`config.mk`:
```
export PLATFORM = sky130hd
export DESIGN_NAME = if_fetch_unit_flat
export DESIGN_NICKNAME = d
export VERILOG_FILES = /design/src/rtl/if_fetch_unit_if.sv /design/src/rtl/if_fetch_unit.sv /design/src/flat_wrapper.sv
export SDC_FILE = /design/constraint.sdc
export NUM_CORES = 1
export LEC_CHECK = 0
export CAP_MARGIN = 20
export CELL_PAD_IN_SITES_DETAIL_PLACEMENT = 0
export CELL_PAD_IN_SITES_GLOBAL_PLACEMENT = 1
export CORE_MARGIN = 2
export CORE_UTILIZATION = 25
export DETAILED_ROUTE_END_ITERATION = 10
export PLACE_DENSITY = 0.69
export REMOVE_ABC_BUFFERS = 1
export SYNTH_ARGS = -nofsm -noshare
export SYNTH_HDL_FRONTEND = slang
export SYNTH_SLANG_ARGS = --single-unit
export TNS_END_PERCENT = 30
```
`constraint.sdc`:
```
create_clock -name clk -period 5.8 [get_ports clk]
set_clock_uncertainty 0.05 [all_clocks]
set_input_delay 0.58 -clock clk [delete_from_list [all_inputs] [get_ports clk]]
set_output_delay 0.58 -clock clk [all_outputs]
set_load 0.03 [all_outputs]
```
`src/rtl/if_fetch_unit_if.sv`:
```
// Instruction-memory request/acknowledge bus between the fetch stage and imem.
// One outstanding request; imem_ack is a single-cycle completion pulse.
interface if_fetch_unit_if;
    logic        imem_req;
    logic [31:0] imem_addr;
    logic        imem_ack;
    logic [31:0] imem_rdata;

    modport master (
        output imem_req,
        output imem_addr,
        input  imem_ack,
        input  imem_rdata
    );

    modport slave (
        input  imem_req,
        input  imem_addr,
        output imem_ack,
        output imem_rdata
    );
endinterface

```
`src/rtl/if_fetch_unit.sv`:
```
// Instruction-fetch stage: owns the fetch PC, issues single outstanding imem requests,
// honours stalls/redirects and drops responses made stale by a redirect.
module if_fetch_unit #(
    parameter logic [31:0] RESET_PC  = 32'h0000_0000,
    parameter logic [31:0] NOP_INSTR = 32'h0000_0013
) (
    input  logic                   clk,
    input  logic                   rst,
    input  logic                   StallF,
    input  logic                   PCSrcE,
    input  logic [31:0]            PCTargetE,
    if_fetch_unit_if.master        imem,
    output logic [31:0]            InstrF,
    output logic [31:0]            PCF,
    output logic [31:0]            PCPlus4F,
    output logic                   InstrValidF
);

    localparam logic [1:0] ST_IDLE  = 2'd0;
    localparam logic [1:0] ST_WAIT  = 2'd1;
    localparam logic [1:0] ST_HOLD  = 2'd2;
    localparam logic [1:0] ST_DRAIN = 2'd3;

    logic [1:0]  state;
    logic [31:0] pc_q;
    logic [31:0] addr_q;
    logic [31:0] target;

    assign target         = PCTargetE & 32'hFFFF_FFFC;
    assign imem.imem_req  = (state == ST_WAIT) || (state == ST_DRAIN);
    assign imem.imem_addr = addr_q;

    always_ff @(posedge clk or posedge rst) begin
        if (rst) begin
            state       <= ST_IDLE;
            pc_q        <= RESET_PC;
            addr_q      <= RESET_PC;
            InstrF      <= NOP_INSTR;
            PCF         <= RESET_PC;
            PCPlus4F    <= RESET_PC + 32'd4;
            InstrValidF <= 1'b0;
        end else begin
            case (state)
                ST_IDLE: begin
                    addr_q <= pc_q;
                    state  <= ST_WAIT;
                end
                ST_WAIT: begin
                    if (imem.imem_ack && !PCSrcE) begin
                        InstrF      <= imem.imem_rdata;
                        PCF         <= addr_q;
                        PCPlus4F    <= addr_q + 32'd4;
                        InstrValidF <= 1'b1;
                        pc_q        <= addr_q + 32'd4;
                        state       <= ST_HOLD;
                    end else if (imem.imem_ack) begin
                        pc_q   <= target;
                        addr_q <= target;
                    end else if (PCSrcE) begin
                        // addr_q is left alone so the abandoned request stays stable until its ack
                        pc_q  <= target;
                        state <= ST_DRAIN;
                    end
                end
                ST_HOLD: begin
                    if (PCSrcE) begin
                        InstrValidF <= 1'b0;
                        InstrF      <= NOP_INSTR;
                        pc_q        <= target;
                        addr_q      <= target;
                        state       <= ST_WAIT;
                    end else if (!StallF) begin
                        InstrValidF <= 1'b0;
                        InstrF      <= NOP_INSTR;
                        addr_q      <= pc_q;
                        state       <= ST_WAIT;
                    end
                end
                ST_DRAIN: begin
                    if (imem.imem_ack) begin
                        if (PCSrcE) begin
                            pc_q   <= target;
                            addr_q <= target;
                        end else begin
                            addr_q <= pc_q;
                        end
                        state <= ST_WAIT;
                    end else if (PCSrcE) begin
                        pc_q <= target;
                    end
                end
                default: state <= ST_IDLE;
            endcase
        end
    end

endmodule

```
`src/flat_wrapper.sv`:
```
// flat-port wrapper written by rule: the top's interface ports become plain ports
module if_fetch_unit_flat 
#(
    parameter logic [31:0] RESET_PC  = 32'h0000_0000,
    parameter logic [31:0] NOP_INSTR = 32'h0000_0013
)
  (clk, rst, StallF, PCSrcE, PCTargetE, InstrF, PCF, PCPlus4F, InstrValidF, imem_imem_req, imem_imem_addr, imem_imem_ack, imem_imem_rdata);
  if_fetch_unit_if imem_i ();
  input  logic clk;
  input  logic rst;
  input  logic StallF;
  input  logic PCSrcE;
  input  logic [31:0] PCTargetE;
  output logic [31:0] InstrF;
  output logic [31:0] PCF;
  output logic [31:0] PCPlus4F;
  output logic InstrValidF;
  output wire logic [$bits(imem_i.imem_req)-1:0] imem_imem_req;
  output wire logic [$bits(imem_i.imem_addr)-1:0] imem_imem_addr;
  input wire logic [$bits(imem_i.imem_ack)-1:0] imem_imem_ack;
  input wire logic [$bits(imem_i.imem_rdata)-1:0] imem_imem_rdata;
  assign imem_imem_req = imem_i.imem_req;
  assign imem_imem_addr = imem_i.imem_addr;
  assign imem_i.imem_ack = imem_imem_ack;
  assign imem_i.imem_rdata = imem_imem_rdata;
  if_fetch_unit #(.RESET_PC(RESET_PC), .NOP_INSTR(NOP_INSTR)) u_core (.clk(clk), .rst(rst), .StallF(StallF), .PCSrcE(PCSrcE), .PCTargetE(PCTargetE), .imem(imem_i), .InstrF(InstrF), .PCF(PCF), .PCPlus4F(PCPlus4F), .InstrValidF(InstrValidF));
endmodule
```
==> flow_summary.ini <==
[run_status]
status = complete, no violations

[logic_synthesis]
synth-edff-count = 0
ys_seq_area_share_pct = 54.3
syn_area_per_cell_um2 = 9.70
ys_ff_latch = 161
async_flop_share_pct = 100
synth_area_um2 = 7430
ys.flop_type = dfrtp_1
postSynthCellCount = 766
synth_cell_type_count = 45
ys_warn_count = 0

[final_layout]
antenna-diode-count = 0
layout.cells.non_filler = 1338
fin_util_pct = 35.2
drive_gt1_share_pct = 7.49
fin_nets = 1005
multiInputGateArea_um2 = 3130
final-seq-area_um2 = 4040
layout_common_cells = clkdlybuf4s50_1 (196), dfrtp_1 (156), nand2_1 (150)
area_delta_synth_final_pct = 39.5
nFillCells = 3004
final_common_cell = clkdlybuf4s50_1

[timing]
finalSetupViolCount = 0
hold_ws_ns = 0.408
slew_headroom_pct = 27.9
rsz0062_at_grt = no
period_needed_ns = 3.49
post-route-period-util_pct = 60.2
slew_viol_final = 0
tightest_slew_ns = 1.08
hold_viol_final = 0
worst_slack_ns = 2.31
fin_setup_tns_ns = 0
max_freq_ghz = 0.286

[floorplan]
io_pins = 199
die_area_um2 = 31100
start_util_pct = 25.2
die_w_um = 176
coreArea_um2 = 29500
rows = 63
fp.dieH_um = 176

[routing]
dr.first_iter.drc_count = 338
routedWlPerCell_um = 17.7
final_antenna_net_count = 0
drc = 0
vias_per_cell = 4.63
wl_um = 23700
drt_pre_antenna_iters = 4
vias = 6193

[cts]
cts_buffer_depth = 2
htree_levels = 4
cts_hold_buf = 0
cts_setup_buffers = 0
cts_inserted_buffers = 17
tritoncts = built
clock_latency_ns = 0.42
ctsRootBufferMaster = clkbuf_16
clkTransAtPathRegs_ns = 0.07
cts_resized = 0
clock-sinks = 161

[grt]
grt_first_pass_wirelength_um = 36500
grt_pass1_vias = 6280
antenna_found_initial = 0
grt_max_degree = 94
grt_overflow = 0
grtUsageTotal_pct = 15.3

[worst_setup_path]
cp.arrival_ns = 3.79
critical_path_class = input port to flip-flop
required_ns = 6.09
endpoint_kind = flip-flop
cp_max_fo = 37
startpoint_type = input port

[pwr]
peakVddDrop_mv = 0.203
p_leak_nw = 4.37
power_density_nw_per_um2 = 494

[run]
drv_cap = 0

[place]
placedCellCount = 1306
pre_cts_slack_ns = 1.82
gp_congestion = 0.712
dp.final_hpwl_um = 15400
numPortBuffers = 196

[hold_path]
hp-class = flip-flop to flip-flop
## through the flow
step	power (mW)	area, um^2
after floorplan	2.98	7160
after global placement	3.94	9750
after CTS	5.19	10400
after global routing	5.42	10400
after detailed placement	3.96	9750
final	5.12	10400
## critical path, cell delays in order
cell and delay (ns):
clkdlybuf4s50_1 0.86, nor2b_1 0.83, and2_2 0.87, buf_4 0.43, nor2_1 0.07, a21oi_1 0.13
## kinds of logic after synthesis
kind of cell | Yosys count | share of synthesized area (%)
compound gates | 195 | 16.6
mux | 37 | 5.04
fa+ha+maj | 1 | 0.168
buf+inv | 66 | 3.93
simple gates | 279 | 16.7
xor+xnor | 27 | 3.18
flops | 161 | 54.3
## sequential cells by signal (all words and copies together), names as in the netlist
signal and flops:
u_core.InstrF 32, u_core.InstrValidF 1, u_core.PCF 30, u_core.PCPlus4F 32, u_core.imem.imem_addr 32, u_core.pc_q 32, u_core.state 2
## final cells by class
| class | count | share of cell area [%] |
|---|---|---|
| Clock inverter | 12 | 1.53 |
| Multi-Input combinational cell | 539 | 30.2 |
| Clock buffer | 20 | 4.41 |
| Tap cell | 390 | 4.71 |
| Sequential cell | 161 | 38.9 |
| Timing Repair Buffer | 209 | 19.9 |
| Inverter | 7 | 0.302 |
## report_power, final
part | switching [mW] | internal, mW | leakage, nW | total (mW)
combinational | 1.23 | 0.869 | 2.14 | 2.10
clock | 0.504 | 0.704 | 0.296 | 1.21
sequential | 0.314 | 1.49 | 1.93 | 1.81
## cells in the mapped netlist, types with 3 or more instances
library cell	count	area, um^2
buf_1	5	18.8
inv_1	7	26.3
nor2_1	73	274
nor4_1	4	25.0
a21o_1	3	22.5
nand2b_1	3	18.8
o21ai_1	6	30.0
nor2b_1	6	37.5
clkbuf_1	32	120
mux2_2	3	33.8
dfrtp_1	157	3930
and4_1	3	26.3
xnor2_1	23	201
a22o_1	30	263
o21ai_0	79	395
mux2i_1	34	340
nand3_1	12	60.1
dfstp_2	4	105
xor2_1	4	35.0
nand2_1	151	567
buf_4	4	30.0
a21oi_1	39	195
nor3_2	5	50.1
o221ai_1	24	210
and3_1	7	43.8
nand4_1	5	31.3
buf_2	17	85.1
## metal layers
metal / vias to the layer above / global-route usage [%] / routed length, um / share of wire [%]
li1: 3000 / - / - / -
met1: 3037 / 21.0 / 11300 / 48
met2: 135 / 24.8 / 11100 / 47
met3: 21 / 2.82 / 946 / 4.0
met4: 0 / 4.44 / 324 / 1.4
met5: - / 0 / 0 / 0
## final timing paths
check,start,to,slack [ns],cells after the start
max,PCSrcE,u_core.PCPlus4F[12]$_DFFE_PP0P_,2.31,6
min,u_core.InstrF[4]$_DFFE_PP1P_,u_core.InstrF[4]$_DFFE_PP1P_,0.41,2
max reg2reg,u_core.state[1]$_DFFE_PP0P_,u_core.PCPlus4F[12]$_DFFE_PP0P_,2.78,5
min reg2reg,u_core.InstrF[4]$_DFFE_PP1P_,u_core.InstrF[4]$_DFFE_PP1P_,0.41,2
max in group asynchronous,rst,u_core.imem.imem_addr[16]$_DFFE_PP0P_,3.83,3
min in group asynchronous,rst,u_core.PCF[28]$_DFFE_PP0P_,0.65,2
No activity file was read; power rests on OpenSTA's default activity.
